### src/rtl/frame_snapshot_ctrl.sv
// Single-frame snapshot sequencer: gates capture writes between two vsync edges, then streams
// the frozen frame buffer as a valid/ready pixel stream. Define FRAME_CRC_EN to add crc16.
module frame_snapshot_ctrl #(
   parameter int unsigned NUM_PIXELS     = 76800,
   parameter int unsigned ADDR_W         = 17,
   parameter int unsigned PIX_W          = 12,
   parameter int unsigned SETTLE_CYCLES  = 8,
   parameter int unsigned TIMEOUT_CYCLES = 5000000
) (
   input  logic              clk_50,
   input  logic              reset,
   input  logic              snap_req,
   input  logic              snap_abort,
   input  logic              ov7670_vsync,
   output logic              write_enable,
   output logic [ADDR_W-1:0] retrieve_address,
   input  logic [PIX_W-1:0]  output_data,
   output logic [PIX_W-1:0]  px_data,
   output logic              px_valid,
   input  logic              px_ready,
   output logic              px_sop,
   output logic              px_eop,
   output logic              busy,
   output logic              snap_done,
`ifdef FRAME_CRC_EN
   output logic [15:0]       crc16,
`endif
   output logic              snap_err
);

   typedef enum logic [2:0] {StIdle, StWaitVs, StCapture, StSettle, StReadout, StDone} state_e;

   localparam logic [31:0]       TimeoutLast = 32'(TIMEOUT_CYCLES - 1);
   localparam logic [31:0]       SettleLast  = 32'(SETTLE_CYCLES - 1);
   localparam logic [ADDR_W-1:0] LastAddr    = ADDR_W'(NUM_PIXELS - 1);

   state_e            state_q, state_d;
   logic              vs_meta_q, vs_sync_q, vs_prev_q, vs_rise_q;
   logic [31:0]       cnt_q, cnt_d;
   logic              we_q, we_d;
   logic              busy_q, done_q, done_d, err_q, err_d;
   logic [ADDR_W-1:0] rd_addr_q, rd_addr_d;
   logic              inflight_q, infl_sop_q, infl_eop_q;
   logic [PIX_W+1:0]  fifo_q [2];
   logic              wr_ptr_q, rd_ptr_q;
   logic [1:0]        count_q;
   logic [PIX_W+1:0]  head;
   logic              issue, pop, push, flush, space_ok;

   assign head             = fifo_q[rd_ptr_q];
   assign px_valid         = (count_q != 2'd0);
   assign px_data          = head[PIX_W-1:0];
   assign px_sop           = head[PIX_W];
   assign px_eop           = head[PIX_W+1];
   assign pop              = px_valid & px_ready;
   assign push             = inflight_q;
   assign write_enable     = we_q;
   assign retrieve_address = rd_addr_q;
   assign busy             = busy_q;
   assign snap_done        = done_q;
   assign snap_err         = err_q;

   // Room is judged after this cycle's pop so a full-rate consumer keeps one read per cycle.
   assign space_ok = (count_q == 2'd0) ||
                     ((count_q == 2'd1) && (pop || !inflight_q)) ||
                     ((count_q == 2'd2) && pop && !inflight_q);

   always_ff @(posedge clk_50 or posedge reset) begin
      if (reset) begin
         vs_meta_q <= 1'b0;
         vs_sync_q <= 1'b0;
         vs_prev_q <= 1'b0;
         vs_rise_q <= 1'b0;
      end else begin
         vs_meta_q <= ov7670_vsync;
         vs_sync_q <= vs_meta_q;
         vs_prev_q <= vs_sync_q;
         vs_rise_q <= vs_sync_q & ~vs_prev_q;
      end
   end

   always_comb begin
      state_d   = state_q;
      cnt_d     = '0;
      we_d      = we_q;
      done_d    = 1'b0;
      err_d     = 1'b0;
      rd_addr_d = rd_addr_q;
      issue     = 1'b0;
      flush     = 1'b0;
      unique case (state_q)
         StIdle: begin
            if (snap_req) state_d = StWaitVs;
         end
         StWaitVs: begin
            cnt_d = cnt_q + 32'd1;
            if (vs_rise_q) begin
               state_d = StCapture;
               we_d    = 1'b1;
               cnt_d   = '0;
            end else if (cnt_q == TimeoutLast) begin
               state_d = StIdle;
               err_d   = 1'b1;
               we_d    = 1'b0;
            end
         end
         StCapture: begin
            cnt_d = cnt_q + 32'd1;
            if (vs_rise_q) begin
               state_d = StSettle;
               we_d    = 1'b0;
               cnt_d   = '0;
            end else if (cnt_q == TimeoutLast) begin
               state_d = StIdle;
               err_d   = 1'b1;
               we_d    = 1'b0;
            end
         end
         StSettle: begin
            cnt_d = cnt_q + 32'd1;
            if (cnt_q == SettleLast) begin
               state_d   = StReadout;
               rd_addr_d = '0;
            end
         end
         StReadout: begin
            issue = space_ok && (rd_addr_q <= LastAddr);
            if (issue) rd_addr_d = rd_addr_q + 1'b1;
            if (pop && px_eop) begin
               state_d = StDone;
               done_d  = 1'b1;
            end
         end
         StDone: state_d = StIdle;
         default: state_d = StIdle;
      endcase
      if (snap_abort) begin
         state_d = StIdle;
         we_d    = 1'b0;
         done_d  = 1'b0;
         err_d   = 1'b0;
         issue   = 1'b0;
         flush   = 1'b1;
      end
   end

   always_ff @(posedge clk_50 or posedge reset) begin
      if (reset) begin
         state_q   <= StIdle;
         cnt_q     <= '0;
         we_q      <= 1'b0;
         busy_q    <= 1'b0;
         done_q    <= 1'b0;
         err_q     <= 1'b0;
         rd_addr_q <= '0;
      end else begin
         state_q   <= state_d;
         cnt_q     <= cnt_d;
         we_q      <= we_d;
         busy_q    <= (state_d != StIdle);
         done_q    <= done_d;
         err_q     <= err_d;
         rd_addr_q <= rd_addr_d;
      end
   end

   always_ff @(posedge clk_50 or posedge reset) begin
      if (reset) begin
         fifo_q[0]  <= '0;
         fifo_q[1]  <= '0;
         wr_ptr_q   <= 1'b0;
         rd_ptr_q   <= 1'b0;
         count_q    <= 2'd0;
         inflight_q <= 1'b0;
         infl_sop_q <= 1'b0;
         infl_eop_q <= 1'b0;
      end else if (flush) begin
         wr_ptr_q   <= 1'b0;
         rd_ptr_q   <= 1'b0;
         count_q    <= 2'd0;
         inflight_q <= 1'b0;
         infl_sop_q <= 1'b0;
         infl_eop_q <= 1'b0;
      end else begin
         if (push) begin
            fifo_q[wr_ptr_q] <= {infl_eop_q, infl_sop_q, output_data};
            wr_ptr_q         <= ~wr_ptr_q;
         end
         if (pop) rd_ptr_q <= ~rd_ptr_q;
         count_q    <= count_q + {1'b0, push} - {1'b0, pop};
         inflight_q <= issue;
         if (issue) begin
            infl_sop_q <= (rd_addr_q == '0);
            infl_eop_q <= (rd_addr_q == LastAddr);
         end
      end
   end

`ifdef FRAME_CRC_EN
   logic [15:0] crc_q;

   function automatic logic [15:0] crc_step(input logic [15:0] crc, input logic [PIX_W-1:0] pix);
      logic [15:0] c;
      logic [15:0] d;
      c = crc;
      d = 16'(pix);
      for (int i = 15; i >= 0; i--) begin
         c = {c[14:0], 1'b0} ^ ((c[15] ^ d[i]) ? 16'h1021 : 16'h0000);
      end
      return c;
   endfunction

   always_ff @(posedge clk_50 or posedge reset) begin
      if (reset) begin
         crc_q <= '0;
      end else if (state_q != StReadout && state_d == StReadout) begin
         crc_q <= 16'hFFFF;
      end else if (pop && state_q == StReadout) begin
         crc_q <= crc_step(crc_q, px_data);
      end
   end

   assign crc16 = crc_q;
`endif

endmodule

### config.mk
export PLATFORM = sky130hd
export DESIGN_NAME = frame_snapshot_ctrl
export DESIGN_NICKNAME = d
export VERILOG_FILES = /design/src/rtl/frame_snapshot_ctrl.sv
export SDC_FILE = /design/constraint.sdc
export NUM_CORES = 1
export LEC_CHECK = 0
export BUFFER_PORTS_ARGS = -buffer_cell sky130_fd_sc_hd__clkbuf_2
export CELL_PAD_IN_SITES_DETAIL_PLACEMENT = 0
export CELL_PAD_IN_SITES_GLOBAL_PLACEMENT = 1
export CORE_ASPECT_RATIO = 1.4
export CORE_MARGIN = 4
export CORE_UTILIZATION = 41
export CTS_CLUSTER_SIZE = 8
export DETAILED_ROUTE_END_ITERATION = 8
export GPL_ROUTABILITY_DRIVEN = 0
export GPL_TIMING_DRIVEN = 0
export PLACE_DENSITY_LB_ADDON = 0.1
export SLEW_MARGIN = 40
export SYNTH_ARGS = -nofsm -noshare
export SYNTH_HDL_FRONTEND = slang
export SYNTH_SLANG_ARGS = --single-unit
### constraint.sdc
create_clock -name clk_50 -period 3.15 [get_ports clk_50]
set_clock_uncertainty 0.1 [all_clocks]
set_input_delay 0.7875 -clock clk_50 [delete_from_list [all_inputs] [get_ports clk_50]]
set_output_delay 0.7875 -clock clk_50 [all_outputs]
set_load 0.01 [all_outputs]
**After elaboration in Yosys (flattened, before gate mapping)**

Cells that the tools add are included.

- Add/subtract/negate cells: 4
- Magnitude comparators: 4
- Equality and inequality tests: 11
- Muxes and demuxes: 44
- Bitwise operators: 8
- Reduce and logical (&&, ||, !) cells: 23

Operators by type and width:

| operator | number |
|---|---|
| 32-bit one-hot mux with 2 select lines | 1 |
| 14-bit 2-to-1 mux | 4 |
| 17-bit 2-to-1 mux | 2 |
| 17-bit one-hot mux with 2 select lines | 1 |
| 32-bit by 1-bit adder with 32-bit output, second input constant | 1 |
| 32-bit by 23-bit equality test with 1-bit output, second input constant | 1 |
| 32-bit by 3-bit equality test with 1-bit output, second input constant | 1 |
| 32-bit 2-to-1 mux | 1 |
| 28-bit bitwise mux | 1 |
| 1-bit 2-to-1 mux | 23 |
| 3-bit 2-to-1 mux | 7 |
| 17-bit by 1-bit adder with 17-bit output, second input constant | 1 |
| 17-bit equality test, second input constant | 1 |
| 17-bit <= comparator, second input constant | 1 |
| 17-bit zero test | 1 |
| 3-bit one-hot mux with 5 select lines | 1 |
| 14-bit demux with 1-bit select | 1 |
| 2-bit nonzero test | 5 |
| 3-bit by 2-bit equality test with 1-bit output, second input constant | 2 |
| 1-bit logical AND | 6 |
| 3-bit nonzero test | 2 |
| 2-bit greater-or-equal comparator, second input constant | 2 |
| 2-bit inequality test, second input constant | 2 |
| 1-bit NOT | 4 |
| other kinds (18) | 22 |

- Flip-flop bits (word level): 95
- Bits of input ports: 18
- Output and inout bits: 36
- Logic and storage cells: 113

**Depth between registers and ports, before layout**

- Depth in word-level cells: 11
- Depth in mapped cells: 8

**Least setup slack after synthesis**

No wires, ideal clock.

- Path type: input to register
- Start: in snap_abort
- End: reg fifo_q[14] in the netlist's numbering
- Setup time: 0.125 ns
- Arrival: 1.983 ns
- Data required time: 2.925 ns
- Path slack: 0.942 ns
- Stages: 3
- Path buffers: 1
- Cell sequence: nor3b_1 > clkbuf_1 > mux2_2

- Cells in the longest elaborated chain, start to end: 3

Ends and longest elaborated chain:

| what | RTL line | RTL |
|---|---|---|
| from (decl) | 13 | `input logic snap_abort,` |
| 1-bit 2-to-1 mux | 137 | `if (snap_abort) begin` |
| 1-bit NOT (no source line) | n/a |  |
| 2-bit AND reduction (no source line) | n/a |  |
| to (signal, indexed assignment) | 186 | `fifo_q[wr_ptr_q] <= {infl_eop_q, infl_sop_q, output_data};` |
| to (decl) | 44 | `logic [PIX_W+1:0] fifo_q [2];` |

No other way between the ends.
A chain may end at the register's enable or synchronous reset.

**Final worst setup path**

- Start: reg rd_ptr_q
- End: out px_sop

- Cells in the longest elaborated chain, start to end: 4

Ends and longest elaborated chain:

| what | RTL line | RTL |
|---|---|---|
| from (decl) | 45 | `logic wr_ptr_q, rd_ptr_q;` |
| from (signal assigned) | 189 | `if (pop) rd_ptr_q <= ~rd_ptr_q;` |
| 1-bit NOT with 2-bit output (implied by the code) | 50 | `assign head = fifo_q[rd_ptr_q];` |
| 14-bit 2-to-1 mux (implied by the code) (3 in a row) | 50 |  |
| to (decl) | 21 | `output logic px_sop,` |

No other way between the ends. The select of a mux whose other input is x is not followed.

==> metrics.md <==
| Metric | Value |
|---|---|
| Cells after Synth | `about 440` |
| Worst Slack Setup Final | `209.7 ps` |
| Synth warn | `0` |
| Resize count post-CTS | `0` |
| Slew @ Worst Pin | `656.3 ps` |
| Crit path DAT | `2050 ps` |
| Pwr per Cell Area | `467.3 mW/mm2` |
| Final Hold Fails | `0` |
| Hold_ws | `252.5 ps` |
| LEAKAGE | `around 0.0026 uW` |
| Clk slew on worst S/H paths | `60 ps` |
| Skew-Pair Late Insertion Delay | `340 ps` |
| Startpoint Class | `register` |
| Worst path slowest cell | `clkbuf_1` |
| Reg2Reg Depth | `7` |
| CTS Buf Count | `9` |
| Boundary pin count | `54` |
| Most used cell, CP | `clkbuf_1` |
| CTS tree | `yes` |
| Crit. End Element | `output pin` |
| Drt total wl | `approximately 10000 um` |
| # port buffers | `53` |
| Area of the multi-input gates | `~0.0022 mm2` |
| HPWL Detailed | `7783 um` |
| Register area share after synthesis | `50.97%` |
| CP required | `roughly 2300 ps` |
| Min-Delay Endpoint | `vs_sync_q` |
| Critical R2R Launch | `cnt_q[28]` |
| Status | `completed` |
| Gr usage total | `16.63%` |
| Post-Syn Nets | `~470` |
| F_max | `340.1 MHz` |
| Setup TNS | `0 ps` |
| DRC viols | `0` |
| Worst Setup SP | `rd_ptr_q` |
| Vias | `~3400` |
| Hold_sp | `vs_meta_q` |
| Peak supply drop | `0.2470 mV` |
| Vias in the first global route | `3535` |
| CTS hold repair buffers | `0` |
| Share of cells above drive strength 1 | `roughly a quarter` |
| H-tree depth | `3` |
| Core Area | `0.01098 mm2` |
| Cell Rows | `between 40 and 50` |
| First-pass DRT Iterations | `4` |
| Max clock buf depth | `2` |
| Period utilization | `93.34%` |
| Syn Std Cell Area | `0.004664 mm2` |
| Final setup viols | `0` |
| Post-CTS Setup Inserts | `0` |
| Crit Path Max Fanout | `10` |
| Area growth syn-to-layout | `18.48%` |
| Tightest Hold Check Type | `reg2reg` |
| Post-synth ARST share | `100.0%` |
| Die Wd | `around 100 um` |
| Tmin final | `between 2000 and 3000 ps` |
| CP peak stage delay | `550 ps` |
| Max-Slew Margin vs Limit | `56.15%` |
| Placed Cells | `640` |
| Cell Chain, Critical Path | `clkbuf_1, clkbuf_1, mux2_2, clkbuf_2` |
| DRT iter0 DRCs | `about 120` |
| Pre-CTS setup slack | `271.6 ps` |
| Fin cells | `656` |
| Number of max-cap violations | `0` |
| Final core utilization | `50.34%` |
| Mean post-synth cell area | `10.55 um2` |
| Max-slew violations | `0` |
| Antenna viol nets, final | `0` |
| Wirelength per Cell | `15.78 um` |
| WHS Path Cells | `0` |
| CP Class | `reg2out` |
| Pin count of the biggest net entering global routing | `27` |
| FF+latch area | `approximately 0.0024 mm2` |
| FF+latch count, synth | `95` |
| Num Clock Sinks | `95` |
| Synth cell types | `47` |
| Nets | `~530` |
| FF-to-FF End | `busy` |
| First-pass GRT wire length | `17590 um` |
| Initial core utilization | `between 40% and 50%` |
| Root Buffer Master | `clkbuf_16` |
| Prevailing post-synth register cell | `dfrtp_1` |
| GRT overflow | `0` |
| Ant diodes | `0` |
| Vias/cell | `5.242` |
| Reg2Reg Setup Slack | `~590 ps` |
| EDFF count, synth | `0` |
| Die H | `134.2 um` |
| Initial antenna violation count | `0` |
| # fillers | `1043` |
| Die Area | `~0.013 mm2` |
| RSZ-0062 raised after global routing | `no` |
## layer usage
| metal | global-route usage, % | vias up | wire length [um] |
|---|---|---|---|
| met5 | 0 | - | 0 |
| li1 | - | 1691 | - |
| met4 | 5.543 | 0 | 185 |
| met1 | 19.94 | 1676 | 4313 |
| met2 | 29.77 | 58 | 5522 |
| met3 | 3.278 | 14 | 328 |
## logic make-up after synthesis
family	synth area share [%]
and+or+nand+nor	20.92
DFF	50.97
muxes	11.21
xor gates and xnor gates	7.698
AOI/OAI and AO/OA	4.748
buffers and inverters	2.843
adders and majority gates	1.609
## report_power, final
group | internal (uW) | total (uW) | switching, uW
clock network | 641 | 1100 | 463
registers | 1240 | 1270 | 22.0
logic | 88.3 | 213 | 124
## registers in the layout (all words and copies together) (netlist names)
name	count
count_q	2
wr_ptr_q	1
vs_sync_q	1
inflight_q	1
fifo_q	28
retrieve_address	17
snap_err	1
infl_sop_q	1
write_enable	1
snap_done	1
rd_ptr_q	1
state_q	3
vs_meta_q	1
infl_eop_q	1
cnt_q	32
vs_rise_q	1
vs_prev_q	1
busy	1
## layout make-up
cell class / count / share of cell area, %
sequential: 95 / 43.02
multi-input combinational: 318 / 39.08
timing repair buffer: 57 / 6.656
clock buffer: 10 / 4.324
tap: 141 / 3.192
buffer: 15 / 1.449
clock inverter: 6 / 1.268
inverter: 14 / 1.019
## Yosys cell counts (2+ instances only)
cell	count	area (um2)
a2111oi_0	2	17.52
a21oi_1	10	50.05
and2_1	2	12.51
and3_1	12	75.07
and4_1	4	35.03
buf_6	3	33.78
clkbuf_1	11	41.29
dfrtp_1	95	2377
ha_1	6	75.07
inv_1	14	52.55
mux2_2	42	473.0
mux2i_1	5	50.05
nand2_1	28	105.1
nand2b_1	2	12.51
nand3_1	27	135.1
nand4_1	12	75.07
nor2_1	59	221.5
nor2b_1	4	25.02
nor3_1	9	45.04
nor3b_1	2	15.01
nor4_1	12	75.07
nor4b_1	4	35.03
o21ai_0	7	35.03
o31ai_1	2	15.01
or2_2	3	18.77
or3_1	5	31.28
xnor2_1	18	157.7
xor2_1	23	201.4
## through the flow
| step | total power [uW] | cell area, um2 |
|---|---|---|
| 6_report | 2583 | 5527 |
| 5_1_grt | 2712 | 5527 |
| 4_1_cts | 2628 | 5522 |
| 3_5_place_dp | 1508 | 5213 |
| 3_3_place_gp | 1489 | 5110 |
| 2_1_floorplan | 1420 | 4668 |
## placed cells by master, fill, tap and decap left out, types with 10 or more instances in the layout
cell type	count
xor2_1	23
nand3_1	27
and3_1	12
inv_1	13
nand4_1	12
nor4_1	12
nand2_1	28
clkbuf_1	11
mux2_2	42
clkbuf_2	53
xnor2_1	18
a21oi_1	10
nor2_1	59
dfrtp_1	95
## how the worst max path moves through the flow
| stage | slack, ps | cells past startpoint | end |
|---|---|---|---|
| floorplan | 940 | 3 | fifo_q[14] |
| global placement | 340 | 4 | fifo_q[25] |
| detailed placement | 270 | 4 | fifo_q[24] |
| CTS | 180 | 4 | px_sop |
| global route | 50 | 4 | px_data[11] |
| finish | 210 | 4 | px_sop |
## critical path: cells and delay by family, from the launching register on
family                 cells  cell delay (ps)
flip-flops                 1              320
multiplexers               1              410
buffers and inverters      3              980
Power figures use the tool's default switching activity.
